`config.mk`:
```
export PLATFORM = sky130hd
export DESIGN_NAME = nexys_starship_monster_sched
export DESIGN_NICKNAME = d
export VERILOG_FILES = /design/src/rtl/nexys_starship_monster_sched.sv
export SDC_FILE = /design/constraint.sdc
export NUM_CORES = 1
export LEC_CHECK = 0
export CORE_MARGIN = 2
export CORE_UTILIZATION = 53
export CTS_BUF_LIST = sky130_fd_sc_hd__clkbuf_4
export CTS_CLUSTER_SIZE = 28
export DETAILED_ROUTE_END_ITERATION = 7
export GPL_TIMING_DRIVEN = 1
export PLACE_DENSITY = 0.7
export SYNTH_ARGS = -nofsm -noshare
export SYNTH_HDL_FRONTEND = slang
export SYNTH_SLANG_ARGS = --single-unit
```
`constraint.sdc`:
```
create_clock -name Clk -period 17.9 [get_ports Clk]
set_clock_uncertainty 0.05 [all_clocks]
set_input_delay 5.37 -clock Clk [delete_from_list [all_inputs] [get_ports Clk]]
set_output_delay 5.37 -clock Clk [all_outputs]
set_load 0.005 [all_outputs]
```
`src/rtl/nexys_starship_monster_sched.sv`:
```
// Nexys Starship enemy scheduler: spawns monsters into four directional slots,
// times each monster, and arbitrates the shoot buttons onto one laser.
module nexys_starship_monster_sched #(
  parameter int unsigned SPAWN_PERIOD    = 50_000_000,
  parameter int unsigned MONSTER_TIMEOUT = 150_000_000,
  parameter logic [7:0]  LFSR_SEED       = 8'h01
) (
  input  logic       Clk,
  input  logic       Reset,
  input  logic       q_Play,
  input  logic [3:0] shoot_req,
  output logic [3:0] monster_active,
  output logic       laser_valid,
  output logic [1:0] laser_dir,
  output logic [7:0] score,
  output logic       gameover_ctrl
);

  localparam int SPAWN_W = (SPAWN_PERIOD > 1) ? $clog2(SPAWN_PERIOD) : 1;
  localparam int TIMER_W = $clog2(MONSTER_TIMEOUT + 1);
  localparam logic [SPAWN_W-1:0] SPAWN_LAST = SPAWN_W'(SPAWN_PERIOD - 1);
  localparam logic [TIMER_W-1:0] TIMER_LOAD = TIMER_W'(MONSTER_TIMEOUT);

  typedef enum logic [1:0] {IDLE = 2'd0, RUN = 2'd1, DEAD = 2'd2} state_t;

  state_t               state, state_nxt;
  logic [SPAWN_W-1:0]   spawn_cnt, spawn_cnt_nxt;
  logic [7:0]           lfsr, lfsr_nxt;
  logic [1:0]           rr_ptr, rr_ptr_nxt;
  logic [TIMER_W-1:0]   timer [4];
  logic [TIMER_W-1:0]   timer_nxt [4];
  logic [3:0]           active_nxt;
  logic                 laser_valid_nxt;
  logic [1:0]           laser_dir_nxt;
  logic [7:0]           score_nxt;
  logic                 gameover_nxt;

  logic                 grant_valid;
  logic [1:0]           grant_idx;
  logic                 kill;
  logic                 spawn_attempt;
  logic                 spawn_ok;
  logic [1:0]           spawn_idx;
  logic [3:0]           expire;

  function automatic logic [7:0] lfsr_step(input logic [7:0] q);
    return {q[6:0], q[7] ^ q[5] ^ q[4] ^ q[3]};
  endfunction

  // Round-robin: scan downward so the lowest offset from rr_ptr wins.
  always_comb begin
    grant_valid = 1'b0;
    grant_idx   = rr_ptr;
    for (int k = 3; k >= 0; k--) begin
      if (shoot_req[rr_ptr + 2'(k)]) begin
        grant_valid = 1'b1;
        grant_idx   = rr_ptr + 2'(k);
      end
    end
  end

  // First free slot at or above the LFSR candidate, using pre-cycle occupancy.
  always_comb begin
    spawn_ok  = 1'b0;
    spawn_idx = lfsr[1:0];
    for (int k = 3; k >= 0; k--) begin
      if (!monster_active[lfsr[1:0] + 2'(k)]) begin
        spawn_ok  = 1'b1;
        spawn_idx = lfsr[1:0] + 2'(k);
      end
    end
  end

  assign kill          = grant_valid && monster_active[grant_idx];
  assign spawn_attempt = (spawn_cnt == SPAWN_LAST);

  // A kill landing on the expiring slot in the same cycle cancels that expiry.
  always_comb begin
    expire = 4'b0000;
    for (int i = 0; i < 4; i++) begin
      expire[i] = monster_active[i] && (timer[i] == TIMER_W'(1)) &&
                  !(kill && (grant_idx == 2'(i)));
    end
  end

  always_comb begin
    // NOTE: every target gets a default first so no path through the case infers a latch.
    state_nxt       = state;
    active_nxt      = monster_active;
    timer_nxt       = timer;
    spawn_cnt_nxt   = spawn_cnt;
    lfsr_nxt        = lfsr;
    rr_ptr_nxt      = rr_ptr;
    laser_valid_nxt = 1'b0;
    laser_dir_nxt   = laser_dir;
    score_nxt       = score;

    unique case (state)
      IDLE: begin
        if (q_Play) begin
          state_nxt     = RUN;
          active_nxt    = '0;
          spawn_cnt_nxt = '0;
          lfsr_nxt      = LFSR_SEED;
          rr_ptr_nxt    = '0;
          score_nxt     = '0;
          for (int i = 0; i < 4; i++) timer_nxt[i] = '0;
        end
      end

      RUN: begin
        if (!q_Play) begin
          state_nxt  = IDLE;
          active_nxt = '0;
          for (int i = 0; i < 4; i++) timer_nxt[i] = '0;
        end else begin
          lfsr_nxt      = lfsr_step(lfsr);
          spawn_cnt_nxt = spawn_attempt ? '0 : spawn_cnt + SPAWN_W'(1);
          for (int i = 0; i < 4; i++) begin
            if (monster_active[i]) timer_nxt[i] = timer[i] - TIMER_W'(1);
          end
          if (grant_valid) begin
            laser_valid_nxt = 1'b1;
            laser_dir_nxt   = grant_idx;
            rr_ptr_nxt      = grant_idx + 2'd1;
            if (kill) begin
              active_nxt[grant_idx] = 1'b0;
              if (score != 8'hFF) score_nxt = score + 8'd1;
            end
          end
          if (spawn_attempt && spawn_ok) begin
            active_nxt[spawn_idx] = 1'b1;
            timer_nxt[spawn_idx]  = TIMER_LOAD;
          end
          if (|expire) state_nxt = DEAD;
        end
      end

      DEAD: begin
        if (!q_Play) state_nxt = IDLE;
      end

      default: state_nxt = IDLE;
    endcase
  end

  assign gameover_nxt = (state_nxt == DEAD);

  // NOTE: sequential state uses non-blocking assignments so every register samples pre-edge values.
  always_ff @(posedge Clk or posedge Reset) begin
    if (Reset) begin
      state          <= IDLE;
      monster_active <= '0;
      laser_valid    <= 1'b0;
      laser_dir      <= '0;
      score          <= '0;
      gameover_ctrl  <= 1'b0;
      spawn_cnt      <= '0;
      rr_ptr         <= '0;
      lfsr           <= LFSR_SEED;
      // NOTE: the timer array is only four registers, so it resets with the rest of the state.
      for (int i = 0; i < 4; i++) timer[i] <= '0;
    end else begin
      state          <= state_nxt;
      monster_active <= active_nxt;
      laser_valid    <= laser_valid_nxt;
      laser_dir      <= laser_dir_nxt;
      score          <= score_nxt;
      gameover_ctrl  <= gameover_nxt;
      spawn_cnt      <= spawn_cnt_nxt;
      rr_ptr         <= rr_ptr_nxt;
      lfsr           <= lfsr_nxt;
      for (int i = 0; i < 4; i++) timer[i] <= timer_nxt[i];
    end
  end

endmodule

```
Word level (Yosys, flattened, before mapping)
Index checks and enable logic that the tools add are counted.
{ "word_totals": {"ram_bits": 0, "latch_bits": 0, "word_cells": 186, "out_inout_bits": 16, "inputBits": 7, "memories": 0, "romBits": 0, "register_bits": 166} }
{ "classes": {"n_mul": 0, "muxes": 89, "bitwise_logic": 10, "magnitude_cmp": 14, "n_eq_ne": 17, "n_shift": 0, "reduce_logical": 30, "add_sub_neg": 13, "n_div": 0} }
{ "ops": {"columns": ["op", "count"], "rows": [
  ["two-way mux 28 bit", 13],
  ["two-way mux 112 bit", 3],
  ["case mux 112 bit (2 select lines)", 1],
  ["== test 28 x 1 -> 1 bit (second input constant)", 4],
  ["subtractor 28 x 1 -> 28 bit (second input constant)", 4],
  ["two-way mux 26 bit", 3],
  ["AND 72 bit", 1],
  ["inverter 72 bit", 1],
  ["demux 28 bit (select 2 bit)", 1],
  ["two-way mux 8 bit", 7],
  ["case mux 26 bit (2 select lines)", 1],
  ["bitwise OR 40 bit", 1],
  ["case mux 8 bit (2 select lines)", 2],
  ["less-than comparator 2 x 3 -> 1 bit (second input constant)", 10],
  ["two-way mux 2 bit", 15],
  ["two-way mux 4 bit", 7],
  ["adder 26 x 1 -> 26 bit (second input constant)", 1],
  ["== test 26 bit (second input constant)", 1],
  ["two-way mux 1 bit", 22],
  ["binary-select mux 1 bit (select 2 bit)", 9],
  ["logical AND 1 bit", 17],
  ["!= test 2 bit (second input constant)", 5],
  ["adder 2 bit (second input constant)", 4],
  ["adder 8 x 1 -> 8 bit (second input constant)", 1],
  ["other kinds (24)", 39]
]} }

Logic depth before layout (Yosys ltp)
Gate-level depths: netlist of the first run.
{ "logic_depth": {"depth_word": 21, "depth_mapped": 11, "ltp_nobuf": 10} }

Worst setup path before layout of the first run
OpenSTA, ideal clock, no wires.
{ "synth_path": {"path_kind": "input -> register", "startpoint": "input port shoot_req[3]", "endpoint": "register gameover_ctrl", "required_ns": 17.703, "setup_ns": 0.147, "arrival_ns": 7.485, "cell_stages": 10, "slack_ns": 10.218, "n_path_buf": 1, "path_cell_list": "clkbuf_1 > and3b_1 > or4_1 > nand2_1 > ha_1 > nand2_1 > a211oi_1 > nor3_1 > a2111oi_0 > o21ai_0"} }
{ "synth_between": {"elab_chain_len": 17, "word_cells_on_any_way": 40, "classes_between": "eq/ne: 4; mux: 21; reduce/logical: 15"} }
{ "synth_lines": {"columns": ["item", "line_no", "rtl"], "rows": [
  ["start: declaration", "11", "input logic [3:0] shoot_req,"],
  ["binary-select mux 1 bit (select 2 bit)", "55", "if (shoot_req[rr_ptr + 2'(k)]) begin"],
  ["two-way mux 1 bit (implied by the code)", "55", null],
  ["two-way mux 2 bit (3 in a row)", "55", null],
  ["two-way mux 2 bit (*)", "55", null],
  ["via grant_idx[1]", "39", "logic [1:0] grant_idx;"],
  ["binary-select mux 1 bit (select 2 bit)", "74", "assign kill = grant_valid && monster_active[grant_idx];"],
  ["two-way mux 1 bit (implied by the code)", "74", null],
  ["logical AND 1 bit", "74", null],
  ["logical AND 1 bit", "82", "!(kill && (grant_idx == 2'(i)));"],
  ["logical NOT 1 bit", "82", null],
  ["logical AND 1 bit", "81", "expire[i] = monster_active[i] && (timer[i] == TIMER_W'(1)) &&"],
  ["OR reduction 4 bit (*)", "135", "if (|expire) state_nxt = DEAD;"],
  ["two-way mux 2 bit (*)", "135", null],
  ["two-way mux 2 bit (*)", "112", "if (!q_Play) begin"],
  ["case mux 2 bit (3 select lines) (*)", "98", "unique case (state)"],
  ["== test 2 bit (*)", "147", "assign gameover_nxt = (state_nxt == DEAD);"],
  ["via gameover_nxt", "36", "logic gameover_nxt;"],
  ["end signal: assignment", "169", "gameover_ctrl <= gameover_nxt;"],
  ["end: declaration", "16", "output logic gameover_ctrl"]
]} }
Mark *: on every way through the listed nets, which the timed path passes. The rest lies on a longest branch. The select of a mux whose other input is x is not followed.
A chain may end at the register's enable or synchronous reset.

Final worst setup path of the first run
{ "layout_path": {"startpoint": "input port shoot_req[3]", "endpoint": "register state[1]"} }
{ "layout_between": {"elab_chain_len": 16, "word_cells_on_any_way": 39, "classes_between": "eq/ne: 3; mux: 21; reduce/logical: 15"} }
{ "layout_lines": {"columns": ["item", "line_no", "rtl"], "rows": [
  ["binary-select mux 1 bit (select 2 bit)", "55", null],
  ["two-way mux 1 bit (implied by the code)", "55", null],
  ["two-way mux 2 bit (3 in a row)", "55", null],
  ["two-way mux 2 bit (*)", "55", null],
  ["via grant_idx[1]", "39", null],
  ["binary-select mux 1 bit (select 2 bit)", "74", null],
  ["two-way mux 1 bit (implied by the code)", "74", null],
  ["logical AND 1 bit", "74", null],
  ["logical AND 1 bit", "82", null],
  ["logical NOT 1 bit", "82", null],
  ["logical AND 1 bit", "81", null],
  ["OR reduction 4 bit (*)", "135", null],
  ["two-way mux 2 bit (*)", "135", null],
  ["two-way mux 2 bit (*)", "112", null],
  ["case mux 2 bit (3 select lines) (*)", "98", null],
  ["via state_nxt[1]", "26", "state_t state, state_nxt;"],
  ["end signal: assignment", "164", "state <= state_nxt;"],
  ["end: declaration", "26", null]
]} }
Marked as above.

==> results of run 1 <==
==> final cells by class <==
cell class / count / share of cell area [%]
clock buffer: 17 / 1.25
tap: 229 / 2.80
multi-input combinational: 884 / 49.2
clock inverter: 15 / 1.55
antenna: 2 / 0.0489
timing repair buffer: 33 / 2.96
sequential: 166 / 40.6
inverter: 40 / 1.52
==> synth_stat cells (4+ instances only) <==
library cell	number
nor4b_1	4
a211oi_1	19
o21ai_1	30
inv_1	40
nand3_1	50
and3_1	13
o41ai_1	5
a21o_1	16
nor3b_1	8
or3_1	22
nor4_1	28
nand3b_1	4
xnor2_1	5
dfrtp_1	165
a21oi_1	55
buf_4	4
xor2_1	12
nor3_1	67
or2_2	9
or4_1	12
clkbuf_1	45
nand2b_1	9
o31ai_1	15
buf_2	10
nor2b_1	13
nor2_1	81
ha_1	14
a32o_1	4
a31oi_1	15
o21ai_0	183
nand4_1	12
nand2_1	121
a22o_1	13
==> stage by stage <==
stage	utilization, %	setup slack (ps)	cell area [um^2]	total power, mW
5_1_grt	57.3	9830	10200	0.714
3_5_place_dp	55.7	9480	9930	0.463
2_1_floorplan	-	7990	9590	0.442
3_3_place_gp	55.7	9640	9930	0.463
6_report	57.3	10080	10200	0.682
4_1_cts	57.3	10130	10200	0.690
==> layer usage <==
| metal | vias to the layer above | part of all wire (%) | GRT usage [%] |
|---|---|---|---|
| met5 | - | 0 | 0 |
| met4 | 0 | 0.92 | 5.21 |
| met3 | 14 | 3.8 | 4.19 |
| met2 | 156 | 46 | 37.9 |
| met1 | 4058 | 49 | 34.0 |
| li1 | 4189 | - | - |
==> worst max path at each step <==
stage	start	endpoint	slack, ps	cells past startpoint
after global placement	shoot_req[3]	gameover_ctrl$_DFF_PP0_	9640	10
after CTS	shoot_req[3]	state[1]$_DFF_PP0_	10130	10
after detailed placement	shoot_req[3]	state[1]$_DFF_PP0_	9480	10
after global routing	shoot_req[0]	state[1]$_DFF_PP0_	9830	11
final	shoot_req[3]	state[1]$_DFF_PP0_	10080	10
after floorplan	Reset	gameover_ctrl$_DFF_PP0_	7990	1
==> sequential cells by signal, indices dropped and copies added (netlist names) <==
name / count
timer: 112
spawn_cnt: 26
lfsr: 8
score: 8
monster_active: 4
laser_dir: 2
rr_ptr: 2
state: 2
gameover_ctrl: 1
laser_valid: 1
==> where the power goes <==
part	switching, mW	internal, mW
registers	0.00655	0.380
clock network	0.152	0.0744
logic	0.0468	0.0220
total	0.205	0.477
==> kinds of logic after synthesis <==
logic type / count (synthesis)
DFF: 166
AOI/OAI and AO/OA: 374
buffers and inverters: 102
adders and majority gates: 14
and+or+nand+nor: 477
muxes: 2
xor gates and xnor gates: 17
==> cells in the final DEF, fill, tap and decap left out, drive strengths merged, types with 11 or more instances in the layout <==
cell           instances
a211oi                19
a21o                  16
a21oi                 55
a22o                  13
a31oi                 15
and3                  13
buf                   11
clkbuf                17
clkdlybuf4s50         22
dfrtp                165
ha                    14
inv                   48
nand2                121
nand3                 50
nand4                 13
nor2                  82
nor2b                 13
nor3                  70
nor4                  29
o21ai                213
o31ai                 15
or3                   22
or4                   13
xor2                  12
==> flow_metrics.py, run 1 <==
metrics = {
    "status": {
        "status": "completed",
    },
    "synthesis": {
        "synth_edf_count": 0,
        "synthArstFlopShare_pct": 100,
        "seq_area_frac_synth_pct": 43.3,
        "synth_ff_type": "dfrtp_1",
        "avgSynthCellArea_um2": 8.32,
        "yosys.area.top_type_share_pct": 43.1,
        "synthMuxAreaShare_pct": 0.209,
        "synth_compound_area_share_pct": 22.7,
        "synth_top_family_by_area": "simple AND/OR/NAND/NOR gates",
        "yosys.area_share.simple_pct": 26.1,
        "yosys.area_share.xor_xnor_pct": 1.55,
        "synth_cell_types": 67,
        "netlist_instances": 1152,
        "syn_nets": 1173,
        "ys_ff_latch": 166,
        "synth_top_cell_by_area": "dfrtp_1",
        "synth_fa_ha_area_share_pct": 1.83,
        "yosys_warnings": 0,
        "syn_area_um2": 9590,
        "synth.area.top_cells": "dfrtp_1 43%, o21ai_0 9.6%, nand2_1 4.7%",
    },
    "cts": {
        "cts.clk_slew.worst_paths_ps": 150,
        "clk_path_buf_depth": 2,
        "root_buffer": "clkbuf_4",
        "cts_made_buffers": 17,
        "cts_resized": 0,
        "cts_setup_buffers": 0,
        "cts_tree": "built",
        "insertion_delay_ps": 580,
        "postCtsHoldBufs": 0,
        "htree_levels": 4,
        "cts.sinks": 166,
    },
    "drt": {
        "drcViolationCount": 0,
        "drt-vias-per-instance": 6.07,
        "ant_nets": 0,
        "vias": 8417,
        "drt_pass1_iterations": 5,
        "totalWireLength_um": 22000,
        "wire_per_inst_um": 15.8,
        "drtIter0Drc": 597,
    },
    "layout": {
        "nNetsFinal": 1163,
        "drive_gt1_share_pct": 6.15,
        "num-fill-cells": 1618,
        "multi_input_area_um2": 5030,
        "regArea_um2": 4160,
        "area_growth_pct": 6.63,
        "fin_cells": 1386,
    },
    "sta": {
        "relSlewSlack_pct": 31.9,
        "min_period_ps": 7820,
        "worstMarginPinSlew_ps": 1020,
        "rsz0062_at_grt": "no",
        "slew_viol_final": 0,
        "hold_viol_final": 0,
        "finalCritPeriodShare_pct": 43.7,
        "fmax_mhz": 128,
        "tns_ps": 0,
        "hold_ws_ps": 443,
        "setup_viol": 0,
    },
    "floorplan": {
        "die-area_um2": 19200,
        "start_util_pct": 53.7,
        "rows": 49,
        "core_um2": 17800,
        "dieWidth_um": 139,
        "die_h_um": 139,
        "ios": 23,
    },
    "place": {
        "dp_hpwl_um": 14100,
        "portBuffers": 22,
        "place_congestion": 0.804,
        "place_inst": 1352,
    },
    "worst_hold_path": {
        "hold_end": "timer[74]$_DFFE_PP0P_",
        "hold_path_depth": 1,
        "worstHoldStart": "timer[74]$_DFFE_PP0P_",
        "holdCritPathClass": "reg -> reg",
    },
    "setup_path": {
        "slowest_delay_ps": 640,
        "crit_family": "compound AO/OA/AOI/OAI gates",
        "cp_common_cell": "nand2_1",
        "worstPathMaxFanout": 9,
        "r2r_slack_ps": 14710,
        "worstPathCellList": "clkdlybuf4s50_1 -> and3b_1 -> or4_1 -> nand2_1 -> ha_1 -> nand2_1 -> a211oi_1 -> nor3_1 -> a2111oi_0 -> o21ai_0",
        "cp_num_buf_inv": 1,
        "timing.rr.start": "spawn_cnt[9]$_DFFE_PP0P_",
        "arrival_ps": 8200,
        "regToRegEndpoint": "timer[45]$_DFFE_PP0P_",
        "critPathKind": "in -> reg",
        "crit_slowest_cell": "a2111oi_0",
        "worstPathRequired_ps": 18280,
        "critPathLaunchType": "input pin",
        "cp-end-kind": "register",
        "rr_worst_depth": 7,
    },
    "global_route": {
        "grt_pass1_vias": 7891,
        "grt-ovfl-total": 0,
        "grt_use_total_pct": 23.7,
        "grt_max_degree": 66,
        "antenna_found_initial": 1,
        "grt_first_pass_wirelength_um": 38200,
    },
    "pwr": {
        "leakage_nw": 4.55,
        "powerDensity_nw_per_um2": 66.7,
        "max-vdd-ir-drop_mv": 0.0403,
    },
    "run": {
        "drv_cap": 0,
    },
}
Note: power is estimated with default switching activity, not from simulation.
==> run 2: changes to the inputs <==
Clock period 17.9 ns to 8 ns, I/O delays scaled along.
==> run 2 against run 1 <==
- global-route usage increased by 0.26 points
- clock power increased by 120%
- critical path depth unchanged
- setup slack got worse by 6900 ps
- critical path type unchanged
- highest routed layer unchanged
==> flow_metrics.py, run 2 (synthesized netlist as in run 1, its figures left out) <==
metrics = {
    "setup_path": {
        "cp-end-kind": "register",
        "slowest_delay_ps": 620,
        "rr_worst_depth": 7,
        "worstPathRequired_ps": 8390,
        "crit_family": "compound AO/OA/AOI/OAI gates",
        "worstPathMaxFanout": 9,
        "crit_slowest_cell": "clkdlybuf4s50_1",
        "arrival_ps": 5180,
        "worstPathCellList": "clkdlybuf4s50_1 -> and3b_1 -> or4_1 -> nand2_1 -> ha_1 -> nand2_1 -> a211oi_1 -> nor3_1 -> a2111oi_0 -> o21ai_0",
        "timing.rr.start": "spawn_cnt[9]$_DFFE_PP0P_",
        "cp_common_cell": "nand2_1",
        "regToRegEndpoint": "timer[110]$_DFFE_PP0P_",
        "critPathKind": "in -> reg",
        "r2r_slack_ps": 4720,
        "cp_num_buf_inv": 1,
        "critPathLaunchType": "input pin",
    },
    "sta": {
        "slew_viol_final": 0,
        "rsz0062_at_grt": "no",
        "tns_ps": 0,
        "min_period_ps": 4790,
        "worstMarginPinSlew_ps": 1110,
        "relSlewSlack_pct": 25.6,
        "setup_viol": 0,
        "finalCritPeriodShare_pct": 59.9,
        "hold_viol_final": 0,
        "fmax_mhz": 209,
    },
    "place": {
        "dpl_cell_area_um2": 9930,
        "dp_hpwl_um": 13800,
        "portBuffers": 22,
        "place_congestion": 0.796,
        "place_inst": 1351,
    },
    "layout": {
        "fin_cells": 1384,
        "area_growth_pct": 6.48,
        "multi_input_area_um2": 5030,
        "reg_top3": "timer: 112 flops, spawn_cnt: 26 flops",
        "final_cell_mix": "183 x o21ai_0, 165 x dfrtp_1, 120 x nand2_1",
        "nNetsFinal": 1162,
        "final_common_cell": "o21ai_0",
        "num-fill-cells": 1630,
        "drive_gt1_share_pct": 5.98,
        "largest_reg_flops": 112,
        "regArea_um2": 4160,
        "design_area_um2": 10200,
        "regMostFlops": "timer",
    },
    "floorplan": {
        "dieWidth_um": 139,
        "die_h_um": 139,
        "rows": 49,
        "ios": 23,
        "die-area_um2": 19200,
        "core_um2": 17800,
        "start_util_pct": 53.7,
    },
    "cts": {
        "root_buffer": "clkbuf_4",
        "cts_tree": "built",
        "htree_levels": 4,
        "cts.sinks": 166,
        "cts.clk_slew.worst_paths_ps": 130,
        "postCtsHoldBufs": 0,
        "cts_setup_buffers": 0,
        "clk_path_buf_depth": 2,
        "cts_made_buffers": 17,
        "insertion_delay_ps": 580,
        "cts_resized": 0,
    },
    "pwr": {
        "powerDensity_nw_per_um2": 149,
        "switchingPower_mw": 0.436,
        "leakage_nw": 4.55,
        "clkPwrFrac_pct": 33.0,
        "seq_power_share_pct": 56.9,
        "power_frac_comb_pct": 10.1,
        "intPower_mw": 1.09,
        "max-vdd-ir-drop_mv": 0.0971,
        "swShare_pct": 28.6,
    },
    "worst_hold_path": {
        "hold_end": "timer[74]$_DFFE_PP0P_",
        "holdCritPathClass": "reg -> reg",
        "worstHoldStart": "timer[74]$_DFFE_PP0P_",
        "hold_path_depth": 1,
    },
    "drt": {
        "drt_pass1_iterations": 5,
        "wire_per_inst_um": 15.9,
        "ant_nets": 0,
        "drcViolationCount": 0,
        "totalWireLength_um": 22000,
        "drt-vias-per-instance": 6.10,
        "drtIter0Drc": 539,
        "vias": 8449,
    },
    "global_route": {
        "grt_max_degree": 66,
        "grt-ovfl-total": 0,
        "antenna_found_initial": 1,
        "grt_pass1_vias": 7933,
        "grt_first_pass_wirelength_um": 38600,
        "grt_use_total_pct": 23.9,
    },
    "status": {
        "status": "completed",
    },
    "run": {
        "drv_cap": 0,
    },
}
run 2: changes by cell type in the layout (fill, tap and decap cells not counted), sizes merged:
| cell | before | now |
|---|---|---|
| inv | 48 | 43 |
| clkinv | 3 | 6 |
| buf | 11 | 10 |
| bufinv | 1 | 2 |
| clkinvlp | 3 | 4 |
| diode | 2 | 1 |
run 2: final cells by class:
cell class | count | share of cell area [%]
Clock inverter | 15 | 1.52
Tap cell | 229 | 2.81
Sequential cell | 166 | 40.7
Clock buffer | 17 | 1.25
Timing Repair Buffer | 32 | 2.89
Multi-Input combinational cell | 884 | 49.3
Antenna cell | 1 | 0.0245
Inverter | 40 | 1.52
run 2: worst max path at each step:
stage	from	endpoint	slack, ps	depth (start not counted)
2_1_floorplan	Reset	gameover_ctrl$_DFF_PP0_	1060	1
5_1_grt	shoot_req[3]	gameover_ctrl$_DFF_PP0_	2880	10
3_5_place_dp	shoot_req[3]	gameover_ctrl$_DFF_PP0_	2610	10
4_1_cts	shoot_req[3]	state[1]$_DFF_PP0_	3270	10
3_3_place_gp	shoot_req[3]	gameover_ctrl$_DFF_PP0_	2670	10
6_report	shoot_req[3]	state[1]$_DFF_PP0_	3210	10
run 2: layer usage:
metal  global-route usage (%)  vias up  share of wire (%)
met3                     4.47       13                3.5
met2                     37.7      161                 46
met4                     5.16        0               0.73
li1                         -     4203                  -
met5                        0        -                  0
met1                     34.7     4072                 50
run 2: worst register-to-register path, stage by stage (launching register included):
cell	delay [ps]
dfrtp_1	450
or4_4	560
nor4_4	360
nand4_4	230
nor3b_4	630
or2b_2	470
o21ai_0	150
a22o_1	280
run 2: through the flow:
step	util, %	setup slack [ps]	total power, mW	hold slack (ps)
4_1_cts	57.2	3270	1.54	434
2_1_floorplan	-	1060	0.990	381
3_3_place_gp	55.6	2670	1.03	402
3_5_place_dp	55.6	2610	1.04	408
5_1_grt	57.2	2880	1.60	459
6_report	57.2	3210	1.52	430
run 2: power groups by stage:
stage               combinational, mW  clock, mW  sequential (mW)
floorplan                       0.114          0            0.876
global placement                0.153          0            0.881
finish                          0.154      0.503            0.866
detailed placement              0.155          0            0.881
global route                    0.176      0.554            0.868
CTS                             0.156      0.523            0.866
